===== config.mk =====
export PLATFORM = sky130hd
export DESIGN_NAME = jpeg_byte_serializer
export DESIGN_NICKNAME = d
export VERILOG_FILES = /design/src/rtl/jpeg_ser_pkg.sv /design/src/rtl/jpeg_word_fifo.sv /design/src/rtl/jpeg_byte_serializer.sv
export SDC_FILE = /design/constraint.sdc
export NUM_CORES = 1
export LEC_CHECK = 0
export ABC_AREA = 1
export CAP_MARGIN = 20
export CELL_PAD_IN_SITES_DETAIL_PLACEMENT = 0
export CELL_PAD_IN_SITES_GLOBAL_PLACEMENT = 2
export CORE_MARGIN = 2
export CORE_UTILIZATION = 45
export DETAILED_ROUTE_END_ITERATION = 16
export MAX_ROUTING_LAYER = met4
export PLACE_DENSITY = 0.81
export SYNTH_ARGS = -nofsm -noshare
export SYNTH_HDL_FRONTEND = slang
export SYNTH_SLANG_ARGS = --single-unit

===== constraint.sdc =====
create_clock -name clk -period 10.7 [get_ports clk]
set_input_delay 2.14 -clock clk [delete_from_list [all_inputs] [get_ports clk]]
set_output_delay 2.14 -clock clk [all_outputs]
set_load 0.05 [all_outputs]

===== src/rtl/jpeg_ser_pkg.sv =====
// Shared types and constants for the JPEG byte serializer.
// Holds the FSM state encoding, the word-FIFO entry layout, the marker
// byte constants and the end-of-file padding helper.
package jpeg_ser_pkg;

    typedef enum logic [2:0] {
        IDLE      = 3'd0,
        LOAD      = 3'd1,
        EMIT      = 3'd2,
        STUFF_CHK = 3'd3,
        STUFF     = 3'd4,
        END       = 3'd5,
        EOI_FF    = 3'd6,
        EOI_D9    = 3'd7
    } state_t;

    // One buffered word: last marks the end-of-file partial word, cnt is
    // its number of valid MSB-aligned bits (0 for ordinary full words).
    typedef struct packed {
        logic        last;
        logic [4:0]  cnt;
        logic [31:0] data;
    } fifo_entry_t;

    localparam logic [7:0] MARKER_FF  = 8'hFF;
    localparam logic [7:0] EOI_CODE   = 8'hD9;
    localparam logic [7:0] STUFF_BYTE = 8'h00;

    // Fill every bit below the cnt valid MSBs with 1s, as JPEG requires
    // for the final partial byte.
    function automatic logic [31:0] pad_final(input logic [31:0] data,
                                              input logic [4:0]  cnt);
        return data | (32'hFFFF_FFFF >> cnt);
    endfunction

endpackage


===== src/rtl/jpeg_word_fifo.sv =====
// Synchronous word FIFO for the JPEG byte serializer.
// Pointers carry an extra wrap bit to tell full from empty. A push while
// full is accepted only when a pop frees the head slot in the same cycle;
// otherwise it is silently dropped (the caller flags overflow).
module jpeg_word_fifo
    import jpeg_ser_pkg::*;
#(
    parameter int DEPTH = 8,
    parameter int AW    = $clog2(DEPTH)
) (
    input  logic        clk,
    input  logic        rst,
    input  logic        push,
    input  fifo_entry_t wr_entry,
    input  logic        pop,
    output fifo_entry_t rd_entry,
    output logic        full,
    output logic        empty
);

    fifo_entry_t mem [DEPTH];
    logic [AW:0] wr_ptr;
    logic [AW:0] rd_ptr;
    logic        do_push;
    logic        do_pop;

    assign empty    = (wr_ptr == rd_ptr);
    assign full     = (wr_ptr[AW] != rd_ptr[AW]) &&
                      (wr_ptr[AW-1:0] == rd_ptr[AW-1:0]);
    assign do_pop   = pop && !empty;
    assign do_push  = push && (!full || do_pop);
    assign rd_entry = mem[rd_ptr[AW-1:0]];

    // Pointer update; reset empties the FIFO without touching storage.
    always_ff @(posedge clk) begin
        if (rst) begin
            wr_ptr <= '0;
            rd_ptr <= '0;
        end else begin
            if (do_push) wr_ptr <= wr_ptr + (AW+1)'(1);
            if (do_pop)  rd_ptr <= rd_ptr + (AW+1)'(1);
        end
    end

    // Entry storage write.
    always_ff @(posedge clk) begin
        if (do_push) mem[wr_ptr[AW-1:0]] <= wr_entry;
    end

endmodule


===== src/rtl/jpeg_byte_serializer.sv =====
// JPEG byte serializer: buffers 32-bit stuffed words from the encoder and
// streams them MSB-first as bytes over a valid/ready handshake. The final
// partial word is padded with 1s, a 0x00 stuff byte follows a padded 0xFF,
// and with JPEG_EOI_INSERT_EN defined the EOI marker FF D9 closes the frame.
module jpeg_byte_serializer
    import jpeg_ser_pkg::*;
#(
    parameter  int FIFO_DEPTH = 8,
    localparam int AW         = $clog2(FIFO_DEPTH)
) (
    input  logic        clk,
    input  logic        rst,
    input  logic [31:0] JPEG_bitstream,
    input  logic        data_ready,
    input  logic        eof_data_partial_ready,
    input  logic [4:0]  end_of_file_bitstream_count,
    output logic [7:0]  byte_out,
    output logic        byte_valid,
    input  logic        byte_ready,
    output logic        frame_done,
    output logic        overflow,
    output logic        protocol_err
);

    state_t      state;
    state_t      state_next;
    fifo_entry_t wr_entry;
    fifo_entry_t head;
    logic        push;
    logic        pop;
    logic        fifo_full;
    logic        fifo_empty;
    logic        accept;

    // Current word: shreg holds the bytes still to follow byte_out.
    logic [31:0] shreg;
    logic [2:0]  nbytes;
    logic        cur_last;
    logic [2:0]  cur_tail_bits;

    // Head-entry decode used whenever a word is loaded.
    logic [31:0] head_padded;
    logic [2:0]  head_nbytes;
    logic        head_empty_frame;

    // FSM controls for the output datapath.
    logic        load_en;
    logic        shift_en;
    logic        drop_valid;
    logic        present_stuff;
    logic        present_ff;
    logic        present_d9;
    logic        done_set;

    assign accept = byte_valid && byte_ready;
    assign push   = data_ready || eof_data_partial_ready;

    // A full word wins over a simultaneous partial word.
    always_comb begin
        wr_entry.last = eof_data_partial_ready && !data_ready;
        wr_entry.cnt  = wr_entry.last ? end_of_file_bitstream_count : 5'd0;
        wr_entry.data = JPEG_bitstream;
    end

    jpeg_word_fifo #(
        .DEPTH (FIFO_DEPTH),
        .AW    (AW)
    ) u_fifo (
        .clk      (clk),
        .rst      (rst),
        .push     (push),
        .wr_entry (wr_entry),
        .pop      (pop),
        .rd_entry (head),
        .full     (fifo_full),
        .empty    (fifo_empty)
    );

    // Decode the FIFO head into padded data and a byte count.
    always_comb begin
        head_empty_frame = head.last && (head.cnt == 5'd0);
        head_padded      = head.last ? pad_final(head.data, head.cnt) : head.data;
        head_nbytes      = head.last ? 3'(({1'b0, head.cnt} + 6'd7) >> 3) : 3'd4;
    end

    // State register.
    always_ff @(posedge clk) begin
        if (rst) state <= IDLE;
        else     state <= state_next;
    end

    // Next-state and datapath control. A word that ends while another is
    // queued is reloaded in the same cycle so consecutive words have no gap.
    always_comb begin
        state_next    = state;
        pop           = 1'b0;
        load_en       = 1'b0;
        shift_en      = 1'b0;
        drop_valid    = 1'b0;
        present_stuff = 1'b0;
        present_ff    = 1'b0;
        present_d9    = 1'b0;
        done_set      = 1'b0;
        case (state)
            IDLE: begin
                if (!fifo_empty) state_next = LOAD;
            end
            LOAD: begin
                pop        = 1'b1;
                load_en    = 1'b1;
                state_next = head_empty_frame ? END : EMIT;
            end
            EMIT: begin
                if (accept) begin
                    if (nbytes > 3'd1) begin
                        shift_en = 1'b1;
                    end else if (cur_last) begin
                        drop_valid = 1'b1;
                        state_next = STUFF_CHK;
                    end else if (!fifo_empty) begin
                        pop        = 1'b1;
                        load_en    = 1'b1;
                        state_next = head_empty_frame ? END : EMIT;
                    end else begin
                        drop_valid = 1'b1;
                        state_next = IDLE;
                    end
                end
            end
            STUFF_CHK: begin
                if (cur_tail_bits != 3'd0 && byte_out == MARKER_FF) begin
                    present_stuff = 1'b1;
                    state_next    = STUFF;
                end else begin
                    state_next = END;
                end
            end
            STUFF: begin
                if (accept) begin
                    drop_valid = 1'b1;
                    state_next = END;
                end
            end
            END: begin
`ifdef JPEG_EOI_INSERT_EN
                present_ff = 1'b1;
                state_next = EOI_FF;
`else
                done_set   = 1'b1;
                state_next = IDLE;
`endif
            end
`ifdef JPEG_EOI_INSERT_EN
            EOI_FF: begin
                if (accept) begin
                    present_d9 = 1'b1;
                    state_next = EOI_D9;
                end
            end
            EOI_D9: begin
                if (accept) begin
                    drop_valid = 1'b1;
                    done_set   = 1'b1;
                    state_next = IDLE;
                end
            end
`endif
            default: state_next = IDLE;
        endcase
    end

    // Output byte register, word bookkeeping and sticky error flags.
    always_ff @(posedge clk) begin
        if (rst) begin
            byte_valid    <= 1'b0;
            byte_out      <= 8'h00;
            frame_done    <= 1'b0;
            overflow      <= 1'b0;
            protocol_err  <= 1'b0;
            nbytes        <= 3'd0;
            cur_last      <= 1'b0;
            cur_tail_bits <= 3'd0;
        end else begin
            frame_done <= done_set;
            if (push && fifo_full && !pop)
                overflow <= 1'b1;
            if (data_ready && eof_data_partial_ready)
                protocol_err <= 1'b1;
            if (load_en) begin
                byte_valid    <= !head_empty_frame;
                if (!head_empty_frame) byte_out <= head_padded[31:24];
                nbytes        <= head_nbytes;
                cur_last      <= head.last;
                cur_tail_bits <= head.cnt[2:0];
            end else if (shift_en) begin
                byte_out <= shreg[31:24];
                nbytes   <= nbytes - 3'd1;
            end else if (present_stuff) begin
                byte_valid <= 1'b1;
                byte_out   <= STUFF_BYTE;
            end else if (present_ff) begin
                byte_valid <= 1'b1;
                byte_out   <= MARKER_FF;
            end else if (present_d9) begin
                byte_out   <= EOI_CODE;
            end else if (drop_valid) begin
                byte_valid <= 1'b0;
            end
        end
    end

    // Remaining-byte shift register; pure data, no reset needed.
    always_ff @(posedge clk) begin
        if (load_en)       shreg <= head_padded << 8;
        else if (shift_en) shreg <= shreg << 8;
    end

endmodule


After elaboration in Yosys (flattened, before gate mapping)
Memories as Yosys holds them, arrays and structs flattened. A register that Yosys moved wholly into a read port is not among the register bits.
Cells that the tools add are included.
W data, S select, Z words.
Operators by class
  add/subtract/negate cells: 4
  order comparisons: 1
  equality and inequality tests: 15
  shift operators: 1
  mux-type cells: 45
  bitwise gates (word level): 1
  reduce and logical (&&, ||, !) cells: 26
Operators with widths (number)
  $mux W32: 3
  $mux W3: 12
  $mux W8: 4
  $or A32 B32 Y32: 1
  $shr A32 B5 Y32 const A: 1
  $mux W1: 22
  $pmux W3 S5: 1
  $ne A2 B2 Y1 const B: 6
  $logic_and A1 B1 Y1: 10
  $reduce_bool A3 Y1: 3
  $add A4 B1 Y4 const B: 2
  $eq A8 B8 Y1 const B: 1
  $add A5 B3 Y6 const B: 1
  $eq A3 B2 Y1 const B: 2
  $eq A3 B3 Y1 const B: 2
  $logic_not A1 Y1: 5
  $logic_not A5 Y1: 1
  $mux W5: 1
  $eq A4 B4 Y1: 1
  $pmux W1 S2: 2
  $reduce_and A2 Y1: 2
  $reduce_and A4 Y1: 1
  $eq A3 B1 Y1 const B: 1
  $eq A3 B3 Y1: 1
  other kinds (6): 7
Word-level totals
  register bits after elaboration: 54
  memory bits (writable): 304
  bits of input ports: 42
  output and inout port bits: 12
  word-level logic and storage cells: 106
  memories kept: 1
Memory list
  u_fifo.mem: words 8, bits a word 38, read ports 1, clocked after memory_dff 1, write ports 1, line jpeg_word_fifo.sv:21  | fifo_entry_t mem [DEPTH];

Depth between registers and ports, before layout
  word-level depth: 11
  mapped depth: 18
  mapped depth without buffers: 16

Modules after synthesis
Synthesis repeated with hierarchy kept, for this count alone.
Unflattened totals
  cell total of the unflattened synthesis: 1354
  area total of the unflattened synthesis: 15045.7 um^2
By module, submodules not included
  jpeg_word_fifo: instances 1, cells an instance 984, area each 12378.1 um^2
  jpeg_byte_serializer: instances 1, cells an instance 370, area each 2667.6 um^2

Least setup slack after synthesis
OpenSTA, ideal clock, no wires.
  path kind: input-to-reg
  from: input port byte_ready
  to: memory u_fifo.mem[6][0] (netlist name), enable pin
  arrival time: 5755 ps
  slack: 4464 ps
  stages on the path: 10
  path through: nand2_1 -> nor3_1 -> nand3_1 -> nand2_2 -> inv_1 -> nand2_1 -> nand2_1 -> inv_1 -> nand2_1 -> nor3_1
Between the ends
  longest elaborated chain between the ends: 8
Ends and longest elaborated chain
  start: declaration: line jpeg_byte_serializer.sv:19  | input logic byte_ready,
  $logic_and A1 B1 Y1: line jpeg_byte_serializer.sv:55  | assign accept = byte_valid && byte_ready;
  $mux W1: line jpeg_byte_serializer.sv:114  | if (accept) begin
  $pmux W1 S2: line jpeg_byte_serializer.sv:104  | case (state)
  $logic_and A1 B1 Y1: line jpeg_word_fifo.sv:30  | assign do_pop = pop && !empty;
  $logic_or A1 B1 Y1: line jpeg_word_fifo.sv:31  | assign do_push = push && (!full || do_pop);
  $logic_and A1 B1 Y1: line jpeg_word_fifo.sv:31
  $mux W1: line jpeg_word_fifo.sv:47  | if (do_push) mem[wr_ptr[AW-1:0]] <= wr_entry;
  $mux W1 (implied by the code): line jpeg_word_fifo.sv:47
  end: declaration: line jpeg_word_fifo.sv:21
No other way between the ends.

Final worst setup path
  from: input port byte_ready
  to: memory u_fifo.mem[4][16] (netlist name), enable pin
The elaborated chain is that of the path after synthesis.

==> flow_summary.ini <==
[timing]
timing.fmax_mhz = 171
tns_ps = 0
finalWorstSetupSlack_ps = 4860
hold_viol_final = 0
setup_viol = 0
fin_crit_ps = 5840
whs_ps = 451
drv_slew = 0
finClkSkew_ps = 19.0
max_slew.worst_pin.slew_ps = 1000
grt_setup_unrepaired = no
post-route-period-util_pct = 54.6
slew_headroom_pct = 33.1

[worst_setup_path]
crit_buf_inv = 4
worstReg2RegStart = nbytes[0]
worstRegToRegCells = 12
crit_start = byte_ready
r2r_end = u_fifo.mem[4][16]
cpPeakStageDelay_ps = 640
arrival_ps = 6000
r2r_slack_ps = 6410
cp-end-kind = flop
critical-path-slowest-cell = inv_1
critical_path_class = primary input to flop
path_delay_family = simple AND/OR/NAND/NOR gates
critPathLaunchType = primary input
required_ps = 10850
cpMostUsedCell = nand2_1
path_cells = clkdlybuf4s50_1, nand2_1, nor3_1, nand3_1, nand2_2, inv_1, nand2_1, nand2_1, inv_1, nand2_1, nor2_4, buf_4
cp_max_fo = 39

[die]
core_um2 = 32500
initial_core_util_pct = 45.6
fp.dieH_um = 185
die_area_um2 = 34300
rows = 66
die_x_um = 185
io-pin-count = 54

[synth]
ys_types = 43
synth_area_leaders = edfxtp_1, nand2_1, nor2_1
synth-seq-cells = 361
avgSynthCellArea_um2 = 11.8
synth-edff-count = 328
synthFlopType = edfxtp_1
ys_warn_count = 0
synth_nets = 1299
async_flop_share_pct = 0
yosysSeqAreaShare_pct = 71.1
synth_area_um2 = 14800
synth_top_area_share_pct = 66.6
post-synth-top-area-cell = edfxtp_1
syn_inst = 1253

[place]
dp_cells = 1700
gp_congestion = 0.807
placed_area_um2 = 15700
post-dp-hpwl_um = 19800
io_buffers = 53
place_ws_ps = 4260

[final_layout]
n_antenna_cell = 0
final_common_cell = edfxtp_1
syn_to_final_growth_pct = 15.2
fin_cells = 1768
drive_above_1_share_pct = 8.07
fin_util_pct = 52.5
fin_nets = 1345
layout_common_cells = edfxtp_1, nand2_1, nor2_1, o21ai_0, inv_1
fin_area_um2 = 17000

[grt]
grt_pass1_wl_um = 54300
grt_pass1_vias = 9175
grtUsageTotal_pct = 21.9
grt_start_max_net_pins = 93
antenna_found_initial = 0
grt_overflow = 0

[cts]
clock_path_buffers = 3
htree_levels = 2
post_cts.repair.setup_buffers = 0
cts_tree = done
cts_num_sinks = 361
cts_resized = 0
cts.clk_slew.worst_paths_ps = 60
cts_root_buf = clkbuf_16
clock_latency_ps = 530
cts_hold_buffers = 0
cts_buffers = 38

[job]
cap_viol_max_count = 0

[route]
drc_errors = 0
drt_first_pass_iters = 5
ant_nets = 0
drtIter0Drc = 824
vias = 9515
drt-total-wl_um = 35100
vias_per_cell = 5.38
wl_per_cell_um = 19.9

[worst_hold_path]
hold-path-endpoint = overflow
min_from = overflow
hold_path.class = flop to flop
hold_depth = 2

[status]
run_status = completed

[pwr]
ir_worst_vdd_v = 0.000133
total_power_mw = 4.12
pwr_density_cell_nw_per_um2 = 242
power.leakage_nw = 6.02
[flip-flops by register name (all words and copies together), names as in the netlist, named ones only]
| signal | count |
|---|---|
| byte_out | 8 |
| byte_valid | 1 |
| cur_last | 1 |
| cur_tail_bits | 3 |
| frame_done | 1 |
| nbytes | 3 |
| overflow | 1 |
| protocol_err | 1 |
| shreg | 24 |
| state | 3 |
| u_fifo.mem | 304 |
| u_fifo.rd_ptr | 4 |
| u_fifo.wr_ptr | 4 |
[worst register-to-register path: cells and delay by family (launching register included)]
family | cells | cell delay [ps]
adder cells (fa/ha/maj) | 1 | 150
AO/OA/AOI/OAI | 1 | 130
flip-flops | 1 | 370
buffers and inverters | 3 | 1280
AND/OR/NAND/NOR | 7 | 1980
[Yosys cell counts (3+ instances only)]
library cell	instances
nand2_2	10
mux2i_1	6
nand2_1	194
nor3_1	6
edfxtp_1	328
a41oi_1	4
a211oi_1	3
nand3_1	66
inv_1	73
nand2_4	6
o21ai_0	126
inv_2	4
nor2_1	185
a31oi_1	9
o21ai_1	14
o22ai_1	19
buf_2	26
clkbuf_1	30
o221ai_1	33
buf_6	5
a22oi_1	4
dfxtp_1	33
ha_1	4
xnor2_1	3
a21oi_1	38
[cell type report]
type	count	area [µm²]
sequential	361	10500
inverter	78	298
timing repair buffer	71	686
fill	2781	15400
clock buffer	49	1010
multi-input combinational	749	3720
tap	442	553
clock inverter	18	259
[power by group]
group          switching (mW)  internal, mW  leakage, nW  total, mW
Sequential             0.0479          1.68         3.28       1.73
Combinational           0.746         0.297         2.12       1.04
Clock                   0.531         0.816        0.615       1.35
Total                    1.32          2.79         6.02       4.12
[worst max path at each step]
stage	endpoint	slack, ps	cells past startpoint
finish	u_fifo.mem[4][16]	4860	12
global route	u_fifo.mem[4][0]	4420	12
CTS	u_fifo.mem[4][0]	4800	12
detailed placement	u_fifo.mem[4][11]	4260	12
global placement	u_fifo.mem[4][10]	4360	12
floorplan	u_fifo.mem[6][0]	4460	10
[logic make-up after synthesis]
group / synth area share, %
compound gates: 10.2
simple gates: 13.5
buf+inv: 4.17
xor+xnor: 0.296
mux: 0.406
fa+ha+maj: 0.338
flops: 71.1
[routing by layer]
metal	part of all wire (%)	vias to the layer above	track usage [%]
li1	-	4559	-
met1	47	4697	30.2
met2	47	206	34.6
met3	4.6	53	2.89
met4	1.9	0	5.56
met5	0	-	-
Note: power is estimated with default switching activity, not from simulation.
